## config.mk

```make
export PLATFORM = sky130hd
export DESIGN_NAME = oddeven_sort_array
export DESIGN_NICKNAME = d
export VERILOG_FILES = /design/src/rtl/oddeven_sort_array.sv
export SDC_FILE = /design/constraint.sdc
export NUM_CORES = 1
export LEC_CHECK = 0
export CORE_MARGIN = 10
export CORE_UTILIZATION = 30
export DETAILED_ROUTE_END_ITERATION = 6
export PLACE_DENSITY = 0.47
export RECOVER_POWER = 100
export REMOVE_ABC_BUFFERS = 1
export SLEW_MARGIN = 20
export SYNTH_ARGS = -nofsm -noshare
export SYNTH_HDL_FRONTEND = slang
export SYNTH_SLANG_ARGS = --single-unit
```

## constraint.sdc

```tcl
create_clock -name clk -period 3.47 [get_ports clk]
set_clock_uncertainty 0.1 [all_clocks]
set_input_delay 0.694 -clock clk [delete_from_list [all_inputs] [get_ports clk]]
set_output_delay 0.694 -clock clk [all_outputs]
set_load 0.1 [all_outputs]
```

## src/rtl/oddeven_sort_array.sv

```systemverilog
// -----------------------------------------------------------------------------
// oddeven_sort_array
//
// Datapath responder for an odd-even transposition sort controller. Words are
// loaded over a valid/ready stream into an N-entry register array. The block
// then raises sort_en, applies one compare-swap phase per even/odd enable
// pulse, and streams the array out in ascending order after sort_finish.
//
// Ports:
//   clk          - single clock, rising edge
//   rst          - asynchronous active-low reset
//   in_valid     - load word present
//   in_data      - load word
//   in_ready     - array accepts a load word (high in LOAD)
//   sort_en      - sort request to the controller (high in SORT)
//   sort_finish  - controller has issued all phases
//   even_cmp_en  - apply even phase (pairs 0-1, 2-3, ...)
//   odd_cmp_en   - apply odd phase (pairs 1-2, 3-4, ...)
//   out_valid    - unload word present (high in UNLOAD)
//   out_data     - unload word, e[uidx]
//   out_last     - final unload word marker
//   out_ready    - downstream accepts the unload word
//   busy         - high in SORT and UNLOAD
// -----------------------------------------------------------------------------
module oddeven_sort_array #(
   parameter int DATA_W = 8,
   parameter int N      = 8,
   parameter int CNT_W  = $clog2(N)
) (
   input  logic              clk,
   input  logic              rst,
   input  logic              in_valid,
   input  logic [DATA_W-1:0] in_data,
   output logic              in_ready,
   output logic              sort_en,
   input  logic              sort_finish,
   input  logic              even_cmp_en,
   input  logic              odd_cmp_en,
   output logic              out_valid,
   output logic [DATA_W-1:0] out_data,
   output logic              out_last,
   input  logic              out_ready,
   output logic              busy
);

   typedef enum logic [1:0] {
      ST_LOAD   = 2'd0,
      ST_SORT   = 2'd1,
      ST_UNLOAD = 2'd2
   } state_t;

   localparam logic [CNT_W-1:0] LAST_IDX = CNT_W'(N - 1);
   localparam logic [CNT_W-1:0] ONE_IDX  = CNT_W'(1);
   localparam logic [CNT_W-1:0] ZERO_IDX = {CNT_W{1'b0}};

   state_t            state_r;
   state_t            state_nxt_s;
   logic [CNT_W-1:0]  lidx_r;
   logic [CNT_W-1:0]  lidx_nxt_s;
   logic [CNT_W-1:0]  uidx_r;
   logic [CNT_W-1:0]  uidx_nxt_s;
   logic [DATA_W-1:0] e_r     [N];
   logic [DATA_W-1:0] e_nxt_s [N];

   // Next-state, index and element-array update logic.
   always_comb begin
      state_nxt_s = state_r;
      lidx_nxt_s  = lidx_r;
      uidx_nxt_s  = uidx_r;
      for (int i = 0; i < N; i++) begin
         e_nxt_s[i] = e_r[i];
      end

      case (state_r)
         ST_LOAD: begin
            // in_ready is high for the whole state, so in_valid is the handshake.
            if (in_valid) begin
               e_nxt_s[lidx_r] = in_data;
               if (lidx_r == LAST_IDX) begin
                  lidx_nxt_s  = ZERO_IDX;
                  state_nxt_s = ST_SORT;
               end else begin
                  lidx_nxt_s  = lidx_r + ONE_IDX;
                  state_nxt_s = ST_LOAD;
               end
            end else begin
               lidx_nxt_s  = lidx_r;
               state_nxt_s = ST_LOAD;
            end
         end

         ST_SORT: begin
            // Even takes priority when both enables arrive together.
            if (even_cmp_en) begin
               for (int p = 0; p < N / 2; p++) begin
                  if (e_r[2*p] > e_r[2*p+1]) begin
                     e_nxt_s[2*p]   = e_r[2*p+1];
                     e_nxt_s[2*p+1] = e_r[2*p];
                  end else begin
                     e_nxt_s[2*p]   = e_r[2*p];
                     e_nxt_s[2*p+1] = e_r[2*p+1];
                  end
               end
            end else if (odd_cmp_en) begin
               // End elements have no odd partner and keep their values.
               for (int p = 0; p < N / 2 - 1; p++) begin
                  if (e_r[2*p+1] > e_r[2*p+2]) begin
                     e_nxt_s[2*p+1] = e_r[2*p+2];
                     e_nxt_s[2*p+2] = e_r[2*p+1];
                  end else begin
                     e_nxt_s[2*p+1] = e_r[2*p+1];
                     e_nxt_s[2*p+2] = e_r[2*p+2];
                  end
               end
            end else begin
               for (int i = 0; i < N; i++) begin
                  e_nxt_s[i] = e_r[i];
               end
            end

            if (sort_finish) begin
               state_nxt_s = ST_UNLOAD;
            end else begin
               state_nxt_s = ST_SORT;
            end
         end

         ST_UNLOAD: begin
            // out_valid is high for the whole state, so out_ready is the handshake.
            if (out_ready) begin
               if (uidx_r == LAST_IDX) begin
                  uidx_nxt_s  = ZERO_IDX;
                  state_nxt_s = ST_LOAD;
               end else begin
                  uidx_nxt_s  = uidx_r + ONE_IDX;
                  state_nxt_s = ST_UNLOAD;
               end
            end else begin
               uidx_nxt_s  = uidx_r;
               state_nxt_s = ST_UNLOAD;
            end
         end

         default: begin
            state_nxt_s = ST_LOAD;
            lidx_nxt_s  = ZERO_IDX;
            uidx_nxt_s  = ZERO_IDX;
         end
      endcase
   end

   // State, index and element registers with asynchronous clear.
   always_ff @(posedge clk or negedge rst) begin
      if (!rst) begin
         state_r <= ST_LOAD;
         lidx_r  <= ZERO_IDX;
         uidx_r  <= ZERO_IDX;
         for (int i = 0; i < N; i++) begin
            e_r[i] <= {DATA_W{1'b0}};
         end
      end else begin
         state_r <= state_nxt_s;
         lidx_r  <= lidx_nxt_s;
         uidx_r  <= uidx_nxt_s;
         for (int i = 0; i < N; i++) begin
            e_r[i] <= e_nxt_s[i];
         end
      end
   end

   // Status outputs decode directly from the state register.
   assign in_ready  = (state_r == ST_LOAD);
   assign sort_en   = (state_r == ST_SORT);
   assign out_valid = (state_r == ST_UNLOAD);
   assign busy      = (state_r != ST_LOAD);
   assign out_last  = (state_r == ST_UNLOAD) && (uidx_r == LAST_IDX);
   assign out_data  = (state_r == ST_UNLOAD) ? e_r[uidx_r] : {DATA_W{1'b0}};

endmodule

```

==> results of run 1 <==
flip-flops by register name, indices dropped and copies added, names as in the netlist:
signal   count
uidx_r       3
state_r      2
e_r         64
lidx_r       3
logic make-up (layout without fill, tap and decap cells):
kind of cell / after synthesis / in the layout
compound gates: 230 / 230
fa+ha+maj: 64 / 64
buf+inv: 114 / 132
flops: 72 / 72
mux: 65 / 65
simple gates: 159 / 159
stage by stage:
stage,power [mW],worst slack (ns)
after global routing,6.965,0.1238
after CTS,6.561,0.3279
after floorplan,4.295,-2.639
after detailed placement,5.536,0.5761
final,6.420,0.2773
after global placement,5.460,0.5995
layout make-up:
cell class | count | share of cell area, %
Inverter | 66 | 3.428
Multi-Input combinational cell | 518 | 57.32
Clock inverter | 5 | 0.7618
Clock buffer | 11 | 3.497
Timing Repair Buffer | 50 | 5.298
Sequential cell | 72 | 24.93
Tap cell | 275 | 4.761
layer usage:
layer,global-route usage (%),up-vias,routed length [um]
li1,-,2737,-
met1,19.54,2916,9695
met2,26.06,150,10510
met3,2.177,18,825
met4,3.551,0,223
met5,0,-,0
worst max-delay path: cells and delay by family (launching register included):
kind                   cells  cell delay (ns)
DFF                        1             0.74
and+or+nand+nor            1             0.07
buffers and inverters      2             0.71
muxes                      2             0.51
worst min-delay path by stage:
stage / endpoint / slack, ns / from
6_report: e_r[5]$_DFFE_PN0P_ / 0.48 / e_r[5]$_DFFE_PN0P_
5_1_grt: e_r[59]$_DFFE_PN0P_ / 0.51 / e_r[59]$_DFFE_PN0P_
4_1_cts: e_r[11]$_DFFE_PN0P_ / 0.48 / rst
3_5_place_dp: e_r[5]$_DFFE_PN0P_ / 0.47 / e_r[5]$_DFFE_PN0P_
3_3_place_gp: e_r[18]$_DFFE_PN0P_ / 0.46 / e_r[18]$_DFFE_PN0P_
2_1_floorplan: e_r[0]$_DFFE_PN0P_ / 0.30 / rst
report_power, final:
| part | internal [mW] | switching [mW] |
|---|---|---|
| Sequential | 1.16 | 0.528 |
| Clock | 0.594 | 0.400 |
| Combinational | 1.53 | 2.21 |
cell usage in the layout, fill, tap and decap left out, types with 6 or more instances in the layout:
cell,count
ha_1,63
a31oi_1,11
nand2_1,54
clkbuf_16,9
a21oi_1,21
nor2_1,28
a311o_1,7
mux2i_1,33
a2111oi_0,9
inv_1,65
dfrtp_1,72
a22o_1,10
o21ai_0,41
nand3_1,20
a221o_1,14
clkbuf_1,6
a22oi_1,33
o221ai_1,8
a211o_1,9
nor3_1,15
nand4_1,16
mux2_2,16
o22ai_1,15
and2_1,9
clkdlybuf4s50_1,11
a32o_1,17
a21o_1,8
mux4_2,16
buf_4,20
==> summary.md, run 1 <==
| Metric | Value |
|---|---|
| HP Class | `flop to flop` |
| RSZ-0062 raised after global routing | `no` |
| Max-Cap Viols | `1` |
| Register area | `roughly 1800 sq um` |
| Worst reg2reg setup slack | `between 0.4 and 0.5 ns` |
| Post-Syn Area | `~6400 sq um` |
| HPWL reported at the end of detailed placement | `approximately 16 mm` |
| Final Wtd Congestion | `about 0.83` |
| Post-Synth Adder-Cell Area | `between 10% and 20%` |
| Worst Max-Slew Pin Slew | `between 2 and 2.5 ns` |
| Root buffer cell | `clkbuf_16` |
| Syn. warnings | `0` |
| Post-CTS setup buffers | `0` |
| Post-CTS sizing | `0` |
| CTS tree | `yes` |
| Layout Cells excl Fill | `997` |
| FF-to-FF End | `e_r[32]$_DFFE_PN0P_` |
| Post-synth top area share | `around 28%` |
| Pre-antenna DRT Iters | `5` |
| Multi-input gate area | `roughly 4100 sq um` |
| Max Buffers Root-to-Sink | `2` |
| Hold Slack | `between 0.4 and 0.5 ns` |
| Number of global-route vias before repair | `around 5,900` |
| Placed Cells incl. Taps | `approximately 980` |
| Die Footprint | `between 20,000 and 30,000 sq um` |
| Fillers | `approximately 2,100` |
| Clock transition at path regs | `about 0.07 ns` |
| Most frequent cells after synthesis | `dfrtp_1, inv_1, ha_1, nand2_1, o21ai_0` |
| Die width | `166.3 um` |
| Cell with the most instances after synthesis | `dfrtp_1` |
| Post-synthesis sequential area ratio | `28.04%` |
| Final core occ | `between 30% and 40%` |
| Drt drc | `0` |
| Synth async-reset ratio | `100.0%` |
| CP Launch Type | `flop` |
| Final number of setup-violating endpoints | `0` |
| Latest clock arrival within the worst-skew pair | `roughly 0.35 ns` |
| # rows | `53` |
| Post-synth top area cell | `dfrtp_1` |
| Syn Inst Count | `704` |
| Final nets | `796` |
| H-Tree Depth | `3` |
| Placement Cell Area | `approximately 7100 sq um` |
| CP Capture Type | `primary output` |
| Slew HR | `-39.68%` |
| Leading post-synthesis cells by cell area | `dfrtp_1, ha_1, mux4_2, mux2i_1, a22oi_1` |
| Multiplexer area fraction after synthesis | `between 10% and 20%` |
| Clock sinks | `72` |
| Drt first-iter violations | `415` |
| GRT Overall Usage | `around 15%` |
| WP data required | `2.68 ns` |
| First-pass GRT wire length | `33.95 mm` |
| Hold depth | `2` |
| Vias | `5,821` |
| Final Hold Viols | `0` |
| Worst setup path category | `flop to primary output` |
| Crit Path Max Fanout | `10` |
| Post-synthesis xor/xnor area fraction | `0%` |
| Fmax | `between 300 and 400 MHz` |
| Ys flop type | `dfrtp_1` |
| CP Launch Point | `uidx_r[1]$_DFFE_PN0P_` |
| Via/cell ratio | `approximately 5.8` |
| Fraction of the cycle the final worst path needs | `between 90 and 100%` |
| Initial antenna violation count | `0` |
| Post-synth EDFFs | `0` |
| Layout area overhead | `12.48%` |
| P_leak | `about 3.1 nW` |
| Main combinational cell family by area after synthesis | `compound AO/OA/AOI/OAI gates` |
| Failing checks | `max-capacitance violations, max-slew violations` |
| Diode count | `0` |
| Die H | `between 150 and 200 um` |
| Number of distinct library cells after synthesis | `56` |
| Pwr/cell area | `888.3 nW/um^2` |
| Synth Area in Compound Gates | `a little over a quarter` |
| Layout cell share with drive strength beyond 1 | `11.77%` |
| Top Ports | `28` |
| Initial Util | `30.56%` |
| Remaining antenna violation count | `0` |
| Crit path largest cell delay | `about 0.74 ns` |
| Cell Chain, Critical Path | `buf_4, mux4_2, mux2i_1, nor2_1, clkbuf_2` |
| Core ar. | `between 20,000 and 25,000 sq um` |
| Min Clock Period, post-route | `approximately 3.2 ns` |
| Outcome | `finished, violations left` |
| Setup TNS | `0 ns` |
| Slowest CP cell | `dfrtp_1` |
| Port bufs | `27` |
| Reg2Reg Launch Point | `state_r[1]$_DFF_PN0_` |
| R2R cell count | `8` |
| Critical path arrival | `around 2.4 ns` |
| Fin. max-slew vios | `73` |
| CP endpoint | `out_data[5]` |
| CTS Hold Buffers Added | `0` |
| CTS Buf Count | `9` |
| Worst vdd ir | `0.0002878 V` |
| Syn Area/Cell | `between 9 and 10 sq um` |
| Total Wirelength | `about 21 mm` |
| Area share of and/or/nand/nor cells after synthesis | `a little under an eighth` |
| Largest net degree at the start of global routing | `73` |
| Routed length per instance | `roughly 21 um` |
| Grt ovf | `0` |
| Fin area | `7227 sq um` |
| Synthesized flop and latch total | `72` |
Note: power is estimated with default switching activity, not from simulation.
==> inputs of run 2 (changes only) <==
CAP_MARGIN = 20   (was unset)
==> results of run 2 <==
No change in the layout: final DEF, timing and power equal those of run 1.
==> patch 1 (flow settings as in run 1) <==
Change the parameter `N` from 8 to 16.
--- a/src/rtl/oddeven_sort_array.sv
+++ b/src/rtl/oddeven_sort_array.sv
@@ -26,3 +26,3 @@
    parameter int DATA_W = 8,
-   parameter int N      = 8,
+   parameter int N      = 16,
    parameter int CNT_W  = $clog2(N)
Behaviour: same outputs for any inputs over 4 cycles, from zero or initial values and one cycle with rst low; that may be too few to reach the edited logic, so the function may still have changed.
==> patch 1 against run 1 <==
- the flow still finishes with violations (capacitance limit, slew limit)
- sequential cell count up 66
- area after synthesis rose by 110%
- combinational power down 8.3%
- total power rose by 18%
- worst setup slack lost 0.23 ns
- final area is 110% higher
- first-iteration DRC count increased to 2.9 times the old value
- wire length grew 150%
- critical endpoint is now out_data[2]
- largest cell class unchanged
==> patch 1: results (changes against run 1) <==
stage,metric,value,unit,change
logic_synthesis,post-synthesis cell type count,71,,+27%
place,dpl cell area,0.0145,mm2,+110%
global_route,largest net degree at the start of global routing,135,,+85%
clock_tree,Worst-path clk slew,0.06,ns,
timing,final setup fails,0,,unchanged
timing,"Slew Viols, Final",36,,-51%
run_status,failing checks,"capacitance limit, slew limit",,
logic_synthesis,synth top area cells,"dfrtp_1 26%, ha_1 12%, mux2i_1 7.1%",,
place,Placer Congestion,0.864,,+3.5%
flow_run,max-cap violations,1,,unchanged
global_route,first-pass GRT wire length,79900,um,+140%
worst_setup_path,"critical path fanouts, max",25,,+15
power_and_ir_drop,internal power,0.00432,W,+32%
route,Vias/cell,5.97,,+2.3%
power_and_ir_drop,Peak VDD IR,0.528,mV,+84%
clock_tree,Skew-Pair Late Insertion Delay,0.47,ns,+0.12 ns
global_route,GR Util All Layers,19.3,%,+4.2 points
route,vias,12700,,+120%
worst_setup_path,WP data arrival,2.63,ns,+0.23 ns
logic_synthesis,"Async S/R FF share, synth",100,%,unchanged
worst_setup_path,Crit path largest cell delay,0.64,ns,-0.10 ns
worst_setup_path,slowest CP cell,mux4_1,,
cells_and_area,biggest regs,"e_r (128), lidx_r (4), uidx_r (4)",,
global_route,vias in the first global route,12300,,+110%
worst_setup_path,"CP delay by family, top",multiplexers,,
cells_and_area,max reg flops,128,,+100%
clock_tree,Num CTS Buffers,17,,+8
run_status,outcome,"complete, but fails checks",,
clock_tree,clock tree buffer depth,2,,unchanged
route,post-DR wirelength/cell,24.6,um,+15%
power_and_ir_drop,leakage power,6.69,nW,+110%
cells_and_area,layout cells sized above 1,11.2,%,-0.60 points
logic_synthesis,Synth Area per Inst,8.91,um2,-2.4%
timing,Slew headroom,-58.3,%,-19 points
logic_synthesis,sequential area share after synthesis,25.6,%,-2.4 points
cells_and_area,Final #Nets,1661,,+110%
route,Starting DRT DRC Count,1222,,+190%
logic_synthesis,synth cell count leaders,"153 x nand2_1, 138 x dfrtp_1, 134 x inv_1",,
cells_and_area,Filler cells,4638,,+120%
clock_tree,htree depth,4,,+1
clock_tree,clock root buffer,clkbuf_16,,
place,Detail Placement HPWL,38500,um,+140%
==> patch 1: cell count changes after synthesis, moves of 31 or more <==
cell | run 1 | this run
dfrtp_1 | 72 | 138
nand2_1 | 54 | 153
mux2i_1 | 33 | 95
o21ai_0 | 40 | 91
a311o_1 | 7 | 40
buf_2 | 10 | 42
ha_1 | 64 | 129
inv_1 | 65 | 134
o211ai_1 | 5 | 81
nand4_1 | 16 | 47
==> patch 1: final timing paths <==
path / start / end / slack (ns) / cells after the start
setup / recovery: uidx_r[0]$_DFFE_PN0P_ / out_data[2] / 0.05 / 5
hold / removal: lidx_r[1]$_DFFE_PN0P_ / lidx_r[1]$_DFFE_PN0P_ / 0.49 / 1
setup reg to reg: e_r[117]$_DFFE_PN0P_ / e_r[125]$_DFFE_PN0P_ / 0.23 / 8
hold reg to reg: lidx_r[1]$_DFFE_PN0P_ / lidx_r[1]$_DFFE_PN0P_ / 0.49 / 1
max in group asynchronous: rst / e_r[50]$_DFFE_PN0P_ / 0.57 / 2
min in group asynchronous: rst / e_r[110]$_DFFE_PN0P_ / 0.86 / 1
==> patch 1: cell families after synthesis <==
family                     after synthesis  synth area share (%)
muxes                                  143                  14.8
adders and majority gates              129                  12.0
DFF                                    138                  25.6
AOI/OAI and AO/OA                      470                  25.0
buffers and inverters                  236                  7.97
and+or+nand+nor                        398                  14.7
==> patch 1: power groups by stage <==
stage                     clock (W)  sequential, W  combinational [W]
after floorplan                   0        0.00211            0.00206
after global placement            0        0.00219            0.00338
after detailed placement          0        0.00219            0.00341
after CTS                   0.00205        0.00216            0.00345
after global routing        0.00212        0.00219            0.00364
final                       0.00202        0.00216            0.00342
==> patch 1: layout make-up <==
cell class              count  area (um2)  share of cell area (%)
repair buffers             86         821                    5.45
well taps                 592         741                    4.92
multi-input cells        1140        8920                    59.2
clock buffers              22         484                    3.21
flip-flops and latches    138        3460                    22.9
inverters                 134         503                    3.34
clock inverters            10         140                   0.930
==> patch 1: stage by stage <==
stage          util, %  setup WS, ns  total power (W)
3_5_place_dp      32.8         0.386          0.00560
3_3_place_gp      32.8         0.409          0.00557
2_1_floorplan        -         -6.42          0.00417
6_report          34.0        0.0467          0.00760
4_1_cts           34.2       0.00804          0.00766
5_1_grt           34.0      -0.00649          0.00795
==> patch 1: routing by layer <==
layer  global-route usage (%)  vias to the layer above  routed length (um)
met3                     3.13                       64                3200
met2                     30.2                      446               23800
li1                         -                     5767                   -
met4                     5.15                        0                1160
met1                     27.0                     6398               24000
met5                        0                        -                   0
==> patch 1: repair_timing <==
action,CTS,global route
gates resized for setup,9,3
endpoints found under the setup margin,8,4
hold buffers,0,0
==> patch 2 (config.mk and constraints of run 1) <==
Made on the original files. Re-encode `state_t` (3 states) as one-hot, 3 bits wide.
--- a/src/rtl/oddeven_sort_array.sv
+++ b/src/rtl/oddeven_sort_array.sv
@@ -45,6 +45,6 @@
 
-   typedef enum logic [1:0] {
-      ST_LOAD   = 2'd0,
-      ST_SORT   = 2'd1,
-      ST_UNLOAD = 2'd2
+   typedef enum logic [2:0] {
+      ST_LOAD   = 3'b001,
+      ST_SORT   = 3'b010,
+      ST_UNLOAD = 3'b100
    } state_t;
Function: same outputs for any inputs over 10 cycles, from zero or initial values and one cycle with rst low; not proved beyond that.
==> patch 2 against run 1 <==
- the run still ends with capacitance limit, slew limit left
- area after synthesis down 4.3%
- total power down 13%
- sequential cell count up 1
- global-route usage down 0.65 points
- first-iteration DRC count down 25%
- register-to-register slack worse by 0.04 ns
- final area down 5.3%
- critical path depth down 1
- worst setup slack better by 0.033 ns
- wire length down 11%
- cell count down 5.0%
- core utilization down 0.44 points
- critical endpoint is now in_ready
- highest routed layer unchanged
==> patch 2: results (changes against run 1) <==
stage,metric,value,unit,change
run_status,outcome,"complete, but fails checks",,
run_status,failing checks,"capacitance limit, slew limit",,
power_and_ir_drop,Peak VDD IR,0.255,mV,-11%
worst_setup_path,WP data arrival,2.37,ns,-0.03 ns
route,M1 WL,8820,um,-9.0%
logic_synthesis,post-synthesis cell type count,62,,+11%
route,vias,5136,,-12%
place,dpl cell area,0.00675,mm2,-4.8%
timing,crit path time final,3.16,ns,-0.0326 ns
route,Vias/cell,5.42,,-7.1%
timing,worst hold margin,0.470,ns,-0.0143 ns
worst_setup_path,worst reg2reg setup slack,0.40,ns,-0.04 ns
place,Detail Placement HPWL,14400,um,-8.7%
global_route,vias in the first global route,5195,,-12%
power_and_ir_drop,leakage power,2.94,nW,-5.9%
power_and_ir_drop,Switching Power,0.00252,W,-20%
place,dpl cells,933,,-4.9%
cells_and_area,layout cells sized above 1,11.4,%,-0.40 points
global_route,grt met3 use,2.67,%,+0.49 points
timing,"Slew Viols, Final",74,,+1.4%
route,metal3 WL,869,um,+5.3%
floorplan,# Taps,270,,-1.8%
place,Placer Congestion,0.865,,+3.6%
route,Routed WL,18800,um,-11%
route,DR pass1 iterations,4,,-1
cells_and_area,Filler cells,2093,,-2.0%
flow_run,max-cap violations,1,,unchanged
route,Starting DRT DRC Count,313,,-25%
cells_and_area,non-clock inverter count in the final layout,63,,-4.5%
cells_and_area,clock-cell share of area,3.86,%,-0.40 points
timing,Worst-Margin Slew,2.03,ns,-0.0680 ns
worst_setup_path,slowest CP cell,dfstp_2,,
cells_and_area,Non-clk bufs,38,,-24%
logic_synthesis,Gate Count Post-Synth,661,,-6.1%
logic_synthesis,synth cell count leaders,"73 x mux2i_1, 72 x dfrtp_1, 60 x ha_1, 60 x inv_1, 59 x nor2_1",,
cells_and_area,Clock buffer cells,14,,+3
## patch 2: changes by cell type after synthesis, moves of 8 or more
cell,delta
a31oi_1,-11
nand3_1,-17
a211o_1,-9
a22oi_1,-22
a21oi_1,+12
a2111oi_0,-8
buf_1,-12
nor2_1,+32
nor3_1,-13
o22ai_1,-14
a32o_1,-17
o311ai_0,+12
mux2i_1,+40
## patch 2: cells by family (layout without fill, tap and decap cells)
family	Yosys count	count (layout)	synth area share [%]
multiplexers	99	99	19.6
buffers and inverters	99	115	6.62
flip-flops	73	73	29.7
AO/OA/AOI/OAI	162	162	18.1
adder cells (fa/ha/maj)	60	60	12.2
AND/OR/NAND/NOR	168	168	13.7
## patch 2: power groups by stage
| stage | Combinational, W | Clock (W) | Sequential [W] |
|---|---|---|---|
| 2_1_floorplan | 0.00215 | 0 | 0.00162 |
| 6_report | 0.00298 | 0.000876 | 0.00174 |
| 5_1_grt | 0.00340 | 0.000941 | 0.00181 |
| 3_3_place_gp | 0.00290 | 0 | 0.00175 |
| 4_1_cts | 0.00299 | 0.000897 | 0.00175 |
| 3_5_place_dp | 0.00296 | 0 | 0.00176 |
## patch 2: worst paths after layout
kind | startpoint | cells past startpoint | to
setup / recovery | state_r[0]$_DFF_PN1_ | 4 | in_ready
hold / removal | e_r[0]$_DFFE_PN0P_ | 1 | e_r[0]$_DFFE_PN0P_
setup reg to reg | state_r[0]$_DFF_PN1_ | 7 | e_r[6]$_DFFE_PN0P_
hold reg to reg | e_r[0]$_DFFE_PN0P_ | 1 | e_r[0]$_DFFE_PN0P_
max in group asynchronous | rst | 1 | e_r[49]$_DFFE_PN0P_
min in group asynchronous | rst | 1 | uidx_r[1]$_DFFE_PN0P_
